$ cat config.mk
export PLATFORM = sky130hd
export DESIGN_NAME = shift_sequencer
export DESIGN_NICKNAME = d
export VERILOG_FILES = /design/src/rtl/shift_sequencer.sv
export SDC_FILE = /design/constraint.sdc
export NUM_CORES = 1
export LEC_CHECK = 0
export BUFFER_PORTS_ARGS = -buffer_cell sky130_fd_sc_hd__buf_2
export CAP_MARGIN = 20
export CORE_UTILIZATION = 24
export CTS_BUF_LIST = sky130_fd_sc_hd__clkbuf_4 sky130_fd_sc_hd__clkbuf_8
export CTS_CLUSTER_SIZE = 10
export DETAILED_ROUTE_END_ITERATION = 16
export HOLD_SLACK_MARGIN = 0.05
export SLEW_MARGIN = 30
export SYNTH_ARGS = -nofsm -noshare
export SYNTH_HDL_FRONTEND = slang
export SYNTH_SLANG_ARGS = --single-unit
$ cat constraint.sdc
create_clock -name clk -period 3.9 [get_ports clk]
set_clock_uncertainty 0.1 [all_clocks]
set_input_delay 0.39 -clock clk [delete_from_list [all_inputs] [get_ports clk]]
set_output_delay 0.39 -clock clk [all_outputs]
set_load 0.02 [all_outputs]
$ cat src/rtl/shift_sequencer.sv
// shift_sequencer: multi-cycle controller for the R-type shift instructions
// (SLL/SRL/SRA/SLLV/SRLV/SRAV). It accepts one decoded instruction through a
// valid/ready handshake, walks a narrow shifter STEP positions per cycle, and
// returns the shifted value through a second valid/ready handshake.
module shift_sequencer #(
  parameter int WIDTH = 32,
  parameter int STEP  = 1
) (
  input  logic             clk,
  input  logic             reset,
  input  logic             in_valid,
  output logic             in_ready,
  input  logic [5:0]       inst31_26,
  input  logic [5:0]       inst5_0,
  input  logic [4:0]       inst10_6,
  input  logic [WIDTH-1:0] rs_data,
  input  logic [WIDTH-1:0] rt_data,
  output logic             out_valid,
  input  logic             out_ready,
  output logic [WIDTH-1:0] result,
  output logic             illegal,
  output logic             busy
);

  typedef enum logic [1:0] {
    IDLE  = 2'd0,
    SHIFT = 2'd1,
    DONE  = 2'd2
  } state_t;

  typedef enum logic [1:0] {
    OP_SLL = 2'd0,
    OP_SRL = 2'd1,
    OP_SRA = 2'd2
  } op_t;

  localparam logic [4:0] STEP_K = 5'(STEP);

  state_t state;
  op_t    op;
  logic [4:0] rem;

  op_t        dec_op;
  logic [4:0] dec_n;
  logic       dec_illegal;

  logic [4:0]              k;
  logic [WIDTH-1:0]        shifted;
  logic signed [WIDTH-1:0] result_s;

  // Only the low five bits of rs_data form a shift amount; the rest is dropped.
  logic unused_rs_high;
  assign unused_rs_high = ^rs_data[WIDTH-1:5];

  // Decode the opcode/funct pair into a shift kind and amount, flagging anything else.
  always_comb begin
    dec_illegal = 1'b0;
    dec_op      = OP_SLL;
    dec_n       = inst10_6;
    if (inst31_26 != 6'b000000) begin
      dec_illegal = 1'b1;
    end else begin
      case (inst5_0)
        6'b000000: begin dec_op = OP_SLL; dec_n = inst10_6;     end
        6'b000010: begin dec_op = OP_SRL; dec_n = inst10_6;     end
        6'b000011: begin dec_op = OP_SRA; dec_n = inst10_6;     end
        6'b000100: begin dec_op = OP_SLL; dec_n = rs_data[4:0]; end
        6'b000110: begin dec_op = OP_SRL; dec_n = rs_data[4:0]; end
        6'b000111: begin dec_op = OP_SRA; dec_n = rs_data[4:0]; end
        default:   dec_illegal = 1'b1;
      endcase
    end
  end

  // One partial shift: move by the smaller of STEP and what is still left to do.
  always_comb begin
    k        = (rem > STEP_K) ? STEP_K : rem;
    result_s = result;
    shifted  = result;
    case (op)
      OP_SLL:  shifted = result << k;
      OP_SRL:  shifted = result >> k;
      default: shifted = result_s >>> k;
    endcase
  end

  // Control FSM: accept in IDLE, iterate in SHIFT, present and hold in DONE.
  always_ff @(posedge clk or posedge reset) begin
    if (reset) begin
      state     <= IDLE;
      op        <= OP_SLL;
      rem       <= 5'd0;
      result    <= '0;
      illegal   <= 1'b0;
      in_ready  <= 1'b1;
      out_valid <= 1'b0;
      busy      <= 1'b0;
    end else begin
      case (state)
        IDLE: begin
          if (in_valid && in_ready) begin
            op       <= dec_op;
            rem      <= dec_n;
            in_ready <= 1'b0;
            busy     <= 1'b1;
            if (dec_illegal) begin
              result    <= '0;
              illegal   <= 1'b1;
              out_valid <= 1'b1;
              state     <= DONE;
            end else if (dec_n == 5'd0) begin
              result    <= rt_data;
              illegal   <= 1'b0;
              out_valid <= 1'b1;
              state     <= DONE;
            end else begin
              result  <= rt_data;
              illegal <= 1'b0;
              state   <= SHIFT;
            end
          end
        end
        SHIFT: begin
          result <= shifted;
          rem    <= rem - k;
          if (rem == k) begin
            out_valid <= 1'b1;
            state     <= DONE;
          end
        end
        DONE: begin
          if (out_ready) begin
            out_valid <= 1'b0;
            in_ready  <= 1'b1;
            busy      <= 1'b0;
            state     <= IDLE;
          end
        end
        default: begin
          state     <= IDLE;
          in_ready  <= 1'b1;
          out_valid <= 1'b0;
          busy      <= 1'b0;
        end
      endcase
    end
  end

endmodule

* Yosys cells after proc, flatten, opt, wreduce, memory -nomap -nowiden
Index checks and enable logic that the tools add are counted.
** Word-level totals
- Bits in registers :: 45
- Latch bits :: 0
- Bits in writable memories :: 0
- ROM bits :: 0
- Input port bits :: 85
- Output and inout bits :: 36
- Word-level logic and storage cells :: 74
- Memories :: 0
** Operators by class
- Add/subtract/negate cells :: 1
- Multiply operators :: 0
- Divide/modulo/power cells :: 0
- Magnitude comparators :: 1
- Eq/ne operators :: 13
- Shift-type cells :: 3
- Muxes and demuxes :: 31
- Bitwise logic cells :: 1
- Reduce and logical (&&, ||, !) cells :: 16
** Operators with widths (number)
- 32-bit case mux with 2 select lines :: 2
- 32-bit 2-to-1 mux :: 2
- 32-bit by 5-bit left shift with 32-bit output :: 1
- 32-bit by 5-bit >> shifter with 32-bit output :: 1
- 32-bit by 5-bit >>> shifter with 32-bit output :: 1
- 5-bit 2-to-1 mux :: 4
- 6-bit by 3-bit == test with 1-bit output (second input constant) :: 3
- 6-bit by 2-bit == test with 1-bit output (second input constant) :: 2
- 2-bit 2-to-1 mux :: 6
- 1-bit 2-to-1 mux :: 11
- 5-bit case mux with 2 select lines :: 1
- 1-bit case mux with 3 select lines :: 3
- 6-bit zero test :: 1
- 2-bit != test (second input constant) :: 3
- 2-bit case mux with 3 select lines :: 1
- 3-bit AND reduction :: 2
- 6-bit nonzero test :: 1
- 6-bit OR reduction :: 1
- 5-bit == test :: 1
- 5-bit by 1-bit greater-than comparator with 1-bit output (second input constant) :: 1
- 5-bit zero test :: 1
- 5-bit subtractor :: 1
- 2-bit by 1-bit == test with 1-bit output (second input constant) :: 2
- 2-bit zero test :: 2
- other kinds (10) :: 12

* Logic depth before layout (Yosys ltp)
Gate-level depths: netlist of run 1.
- Word-level depth :: 9
- Depth in mapped cells :: 7
- Gate-level depth less buffers :: 7

* Worst setup path after synthesis of run 1
No wires, ideal clock.
- Path kind :: register to register
- Start :: register rem[1]
- End :: register rem[4]
- Setup time :: 83 ps
- Data arrival time :: 1793 ps
- Required time :: 3717 ps
- Path slack :: 1924 ps
- Stages on the path, launching flop included :: 8
- Path buffers :: 0
- Period minus slack after synthesis :: 1976 ps
- Path through :: dfrtp_1 or4_1 nand2_1 ha_1 nor2_1 nand3_1 mux2_2 o21ai_0
** Between the ends
- Longest elaborated chain between the ends :: 4
** Ends and longest elaborated chain
- start: declaration :: line 41 : logic [4:0] rem;
- start signal: assignment :: line 103 : rem <= dec_n;
- start signal: assignment :: line 125 : rem <= rem - k;
- 5-bit by 1-bit greater-than comparator with 1-bit output :: line 77 : k = (rem > STEP_K) ? STEP_K : rem;
- 5-bit 2-to-1 mux :: line 77
- 5-bit subtractor (*) :: line 125
- 5-bit case mux with 2 select lines (*) :: line 99 : case (state)
Mark *: on every way between the ends. The rest lies on a longest branch, timed or not.
A chain may end at the register's enable or synchronous reset.

* Final worst setup path of run 1
- Start :: register state[0]
- End :: register result[17]
** Between the ends
- Longest elaborated chain between the ends :: 3
- Elaborated cells on any way between the ends :: 6
- Classes of those cells :: 2 x eq/ne; 1 x mux; 3 x reduce/logical
** Ends and longest elaborated chain
- start: declaration :: line 39 : state_t state;
- start signal: assignment :: line 90 : state <= IDLE;
- start signal: assignment :: line 110 : state <= DONE;
- start signal: assignment :: line 115 : state <= DONE;
- 2-bit by 1-bit == test with 1-bit output / 2-bit zero test (equally long branches) :: line 99
- 2-bit nonzero test (no line) / 2-bit != test (equally long branches)
- 2-bit AND reduction (no line)
- end signal: assignment :: line 112 : result <= rt_data;
- end signal: assignment :: line 117 : result <= rt_data;
- end signal: assignment :: line 124 : result <= shifted;
- end: declaration :: line 20 : output logic [WIDTH-1:0] result,
Several ways; a longest one is shown, not always the timed one.

==> reports/summary.log, run 1 <==
[routing] Detailed Routing Iterations Pass 1 5
[synthesis] fraction of synthesis flops using an asynchronous set or reset pin 1.000
[synthesis] ranking of synthesized cells by area dfrtp_1, mux2i_1, nand4_1
[power] power per standard cell area 622.8 nW/um^2
[synthesis] most area-hungry cell type in the Yosys netlist dfrtp_1
[routing] routed vias 2767
[die] width of the die 110.6 um
[critical_path] CP Max Fanout 39
[sta] final setup vio count 0
[clock_network] number of clock buffers inserted by TritonCTS 5
[run] number of max-capacitance violations reported 0
[clock_network] Gates resized, CTS repair 0
[placement] RePlAce Congestion 0.7866
[sta] Post-Route Setup TNS 0 ns
[power] leakage power total 1.689 nW
[critical_path] data arrival time of the critical path 2.65 ns
[routing] wire length after detailed routing 8.352 mm
[sta] setup repair after global routing missed its margin false
[global_routing] wire length of the first global-routing pass 13.50 mm
[synthesis] post-synthesis sequential area ratio 0.3980
[critical_path] Worst setup SP type register
[power] Sequential Power Share 0.417
[synthesis] Post-Synthesis Cells 289
[power] portion of total power attributed to the clock network 0.172
[clock_network] worst skew pair latency 0.29 ns
[critical_path] WS Path Type reg -> reg
[global_routing] via count of the first global-routing pass 2587
[die] Die Height 110.6 um
[clock_network] clock root buffer clkbuf_8
[synthesis] syn_nets 375
[clock_network] # H-tree levels 2
[power] Combinational Power Share 0.412
[die] die area 12240 um^2
[power] Net Sw Power 0.0009163 W
[synthesis] area share of the leading cell type in the synthesized netlist 0.3887
[global_routing] global-route usage over all layers 0.1349
[die] total number of placement rows 39
[synthesis] number of storage elements in the synthesis netlist 45
[clock_network] clock slew seen by the registers of the worst setup and hold paths 0.09 ns
[cells_and_area] n_diodes 0
[routing] average vias per placed instance 5.425
[routing] remaining antenna violation count 0
[status] status finished, final reports clean
[synthesis] Unique masters post-synth 48
[synthesis] Synth warnings 0
[die] number of ports placed on the die boundary 121
[sta] Slew @ Worst Pin 0.8341 ns
[global_routing] maximum number of pins on one net before global-route repair 46
[sta] Slew Limit Fails 0
[sta] Max Clk Rate 389.9 MHz
[sta] worst hold slack 0.06251 ns
[routing] post-detailed-route wirelength per cell 16.38 um
[critical_path] nature of the critical path endpoint register
[cells_and_area] synth-to-layout area growth 24.16%
[synthesis] average size of a mapped cell 9.802 um^2
[clock_network] hold-fix buffer count after cts 0
[routing] DRC Markers 0
[global_routing] total grt overflow 0
[synthesis] most instantiated flip-flop cell in the synthesis netlist dfrtp_1
[sta] Slew Limit Headroom 0.4426
[sta] share of the clock period used by the worst path 0.6576
[die] core area 11470 um^2
[critical_path] data required time at the worst endpoint 3.99 ns
[synthesis] leading post-synthesis cells by instance count dfrtp_1, mux2i_1, nor3_1
[power] Sw Ratio 0.4183
[cells_and_area] fill cell instance count of the final layout 1190
[placement] I/O Buffers 93
[clock_network] CTS tree done
[routing] DRC marker count from the first detailed-route iteration 260
[synthesis] library cell with the highest instance count after synthesis dfrtp_1
[cells_and_area] final-stage net count 452
[placement] Post-DP HPWL 5.878 mm
[die] Initial Util 0.2470
[global_routing] antenna violations before repair 0
[worst_hold_path] path class of the lowest-slack min-delay path in -> async
[power] IR drop worst, VDD 0.2213 mV
[clock_network] maximum buffer depth of the clock tree 2
[synthesis] number of synthesized flops with an enable pin 0
[cells_and_area] share of post-route cells with drive strength above 1 0.3379
[sta] Hold Fails Final Rpt 0
[clock_network] buffers inserted during post-CTS setup optimization 0
[synthesis] total standard cell area after synthesis 2833 um^2
[clock_network] number of sinks handled by clock tree synthesis 45
[power] internal power 0.001274 W
[sta] Period minus WS final 2.565 ns
[critical path, stage by stage, from the launching register on]
cell	delay, ns
dfrtp_1	0.56
nand2b_1	0.09
buf_4	0.29
a21oi_4	0.66
buf_4	0.44
nor3_1	0.08
a221oi_1	0.22
[layer usage]
layer  routed length, um  global-route usage
met5                   0                   0
met4                  62             0.03200
met2                3885              0.2133
met1                3932              0.1830
met3                 472             0.03568
[power groups by stage]
stage / logic, W / registers [W] / clock network (W)
after floorplan: 0.000417 / 0.00106 / 0
after global placement: 0.000889 / 0.000911 / 0
after detailed placement: 0.000909 / 0.000922 / 0
after CTS: 0.000911 / 0.000911 / 0.000394
after global routing: 0.000994 / 0.000946 / 0.000410
final: 0.000901 / 0.000913 / 0.000376
[state kept, by name, summed over array words and instances, names as in the netlist]
register and flops:
op 2, in_ready 1, state 2, result 32
out_valid 1, busy 1, rem 5, illegal 1
[area by class of cell]
| cell class | count | area (um^2) | area share |
|---|---|---|---|
| Multi-Input combinational cell | 207 | 1548 | 0.4401 |
| Timing Repair Buffer | 99 | 510.5 | 0.1451 |
| Tap cell | 143 | 178.9 | 0.05087 |
| Inverter | 8 | 32.53 | 0.009249 |
| Sequential cell | 45 | 1127 | 0.3205 |
| Clock buffer | 7 | 90.09 | 0.02561 |
| Clock inverter | 1 | 30.03 | 0.008538 |
[cells in the final DEF (no fill, tap or decap), types with 7 or more instances in the layout]
cell type / instances
buf_2: 93
a221oi_1: 21
nand4_1: 32
mux2i_1: 34
nor2_1: 7
inv_1: 7
nand2_1: 8
nor3_1: 33
dfrtp_1: 44
[final timing paths]
path | start | end | slack [ns] | cells past startpoint
max | state[0]$_DFFE_PP0P_ | result[17]$_DFFE_PP0P_ | 1.34 | 6
min | reset | state[1]$_DFFE_PP0P_ | 0.06 | 2
max reg2reg | state[0]$_DFFE_PP0P_ | result[17]$_DFFE_PP0P_ | 1.34 | 6
min reg2reg | in_ready$_DFFE_PP1P_ | in_ready$_DFFE_PP1P_ | 0.39 | 2
max in group asynchronous | reset | illegal$_DFFE_PP0P_ | 3.21 | 2
min in group clk | inst5_0[0] | op[0]$_DFFE_PP0P_ | 0.20 | 2
[stage by stage]
step | cell area [um^2] | worst slack [ns] | power (W) | util | instances
2_1_floorplan | 2833 | 1.924 | 0.001480 | - | 289
3_3_place_gp | 3395 | 1.392 | 0.001800 | 0.2960 | 502
3_5_place_dp | 3397 | 1.301 | 0.001831 | 0.2962 | 502
4_1_cts | 3517 | 1.353 | 0.002217 | 0.3067 | 510
5_1_grt | 3517 | 1.109 | 0.002351 | 0.3067 | 510
6_report | 3517 | 1.335 | 0.002191 | 0.3067 | 510
[cell families (layout without fill, tap and decap cells)]
kind of cell	after synthesis	in the layout	synth area share
simple gates	109	109	0.2235
flops	45	45	0.3980
fa+ha+maj	1	1	0.004416
buf+inv	37	115	0.06272
compound gates	60	60	0.1793
mux	37	37	0.1321
(Power assumes the default switching activity.)
==> inputs of run 2 (changes only) <==
Clock period 3.9 ns to 2.4 ns, I/O delays scaled along.
==> reports/summary.log, run 2 (same netlist as run 1, synthesis figures left out) <==
[die] Die Height 110.6 um
[critical_path] CP Max Fanout 7
[placement] dpl cells 507
[sta] setup repair after global routing missed its margin false
[global_routing] antenna violations before repair 0
[sta] Max Clk Rate 471.2 MHz
[cells_and_area] register with the highest flop count result
[run] number of max-capacitance violations reported 0
[die] width of the die 110.6 um
[cells_and_area] flip-flop count of the largest register, all copies and words added 32
[worst_hold_path] hold wc startpoint inst5_0[1]
[status] status finished, final reports clean
[placement] Post-DP HPWL 5.819 mm
[cells_and_area] synth-to-layout area growth 25.97%
[global_routing] maximum number of pins on one net before global-route repair 46
[cells_and_area] most common cell after layout, fill and taps aside buf_2
[placement] I/O Buffers 93
[clock_network] worst skew pair latency 0.30 ns
[sta] Post-Route Setup TNS 0 ns
[sta] Hold Fails Final Rpt 0
[worst_hold_path] path class of the lowest-slack min-delay path in -> reg
[critical_path] Worst setup SP type register
[power] leakage power total 1.710 nW
[clock_network] clock slew seen by the registers of the worst setup and hold paths 0.09 ns
[die] number of ports placed on the die boundary 121
[cells_and_area] share of post-route cells with drive strength above 1 0.3449
[sta] Slew @ Worst Pin 0.5933 ns
[cells_and_area] final-stage net count 459
[sta] share of the clock period used by the worst path 0.8843
[routing] average vias per placed instance 5.369
[cells_and_area] largest registers ranked by flip-flop count result x32, rem x5
[clock_network] CTS tree done
[routing] routed vias 2776
[clock_network] buffers inserted during post-CTS setup optimization 0
[cells_and_area] n_diodes 0
[critical_path] nature of the critical path endpoint register
[power] power per standard cell area 965.0 nW/um^2
[critical_path] FF-to-FF Start rem[1]$_DFFE_PP0P_
[routing] DRC marker count from the first detailed-route iteration 364
[clock_network] clock root buffer clkbuf_8
[die] total number of placement rows 39
[clock_network] number of clock buffers inserted by TritonCTS 5
[critical_path] worst setup path startpoint rem[1]$_DFFE_PP0P_
[routing] DRC Markers 0
[die] Initial Util 0.2470
[clock_network] maximum buffer depth of the clock tree 2
[die] core area 11470 um^2
[global_routing] global-route usage over all layers 0.1348
[sta] Slew Limit Headroom 0.6045
[global_routing] wire length of the first global-routing pass 13.48 mm
[power] IR drop worst, VDD 0.4718 mV
[die] die area 12240 um^2
[sta] final setup vio count 0
[cells_and_area] final instance count without filler cells 517
[clock_network] # H-tree levels 2
[routing] wire length after detailed routing 8.262 mm
[placement] RePlAce Congestion 0.7687
[clock_network] number of sinks handled by clock tree synthesis 45
[routing] Detailed Routing Iterations Pass 1 4
[routing] remaining antenna violation count 0
[routing] post-detailed-route wirelength per cell 15.98 um
[global_routing] total grt overflow 0
[critical_path] WS Path Type reg -> reg
[critical_path] data arrival time of the critical path 2.25 ns
[sta] Period minus WS final 2.122 ns
[global_routing] via count of the first global-routing pass 2641
[critical_path] data required time at the worst endpoint 2.53 ns
[sta] Slew Limit Fails 0
[cells_and_area] highest-count cells in the layout ignoring fill and taps buf_2, dfrtp_1, mux2i_1
[run 2: per-layer routing]
layer | routed length (um) | vias to the layer above | global-route usage | share of wire
li1 | - | 1308 | - | -
met1 | 3858 | 1360 | 0.1859 | 0.47
met2 | 3831 | 100 | 0.2104 | 0.46
met3 | 499 | 8 | 0.03348 | 0.060
met4 | 74 | 0 | 0.03378 | 0.0090
met5 | 0 | - | 0 | 0
[run 2: per-stage QoR]
step	utilization	total power [W]	worst slack [ns]	area, um^2	hold WS (ns)
4_1_cts	0.3112	0.003474	0.2738	3568	0.07653
3_3_place_gp	0.3015	0.002926	0.3162	3457	0.3363
5_1_grt	0.3112	0.003705	0.1695	3568	0.09076
3_5_place_dp	0.3015	0.002969	0.2977	3457	0.3428
2_1_floorplan	-	0.002404	0.4240	2833	0.2357
6_report	0.3112	0.003443	0.2776	3568	0.08881
[run 2: repair_timing]
item	in CTS	in global routing
gates resized for setup	0	0
endpoints found under the hold margin	45	0
hold buffers	2	0
[run 2: final timing paths]
check                           cells after the start  slack [ns]                    end
worst min-delay path                                3        0.09      op[0]$_DFFE_PP0P_
worst max-delay path                                7        0.28     rem[4]$_DFFE_PP0P_
worst min register to register                      2        0.40   in_ready$_DFFE_PP1P_
min in group asynchronous                           4        0.54  result[7]$_DFFE_PP0P_
max in group asynchronous                           4        1.27  result[0]$_DFFE_PP0P_
worst max register to register                      7        0.28     rem[4]$_DFFE_PP0P_
[run 2: critical path, cell delays in order, from the launching register on]
cell	delay, ns
dfrtp_1	0.47
or4_1	0.62
nand2_1	0.10
ha_1	0.19
nor2_1	0.07
nand3_1	0.10
mux2_2	0.33
o21ai_0	0.06
[run 2: cell type report]
class	count	area [um^2]
Fill cell	1195	7899
Clock inverter	1	7.507
Timing Repair Buffer	106	593.1
Inverter	8	30.03
Multi-Input combinational cell	207	1548
Clock buffer	7	83.83
Tap cell	143	178.9
Sequential cell	45	1127
[run 2: report_power, final]
group,internal (W),leakage (nW),switching (W)
sequential,0.00107,0.542,0.000410
clock,0.000229,0.0453,0.000267
combinational,0.000649,1.12,0.000815
total,0.00195,1.71,0.00149
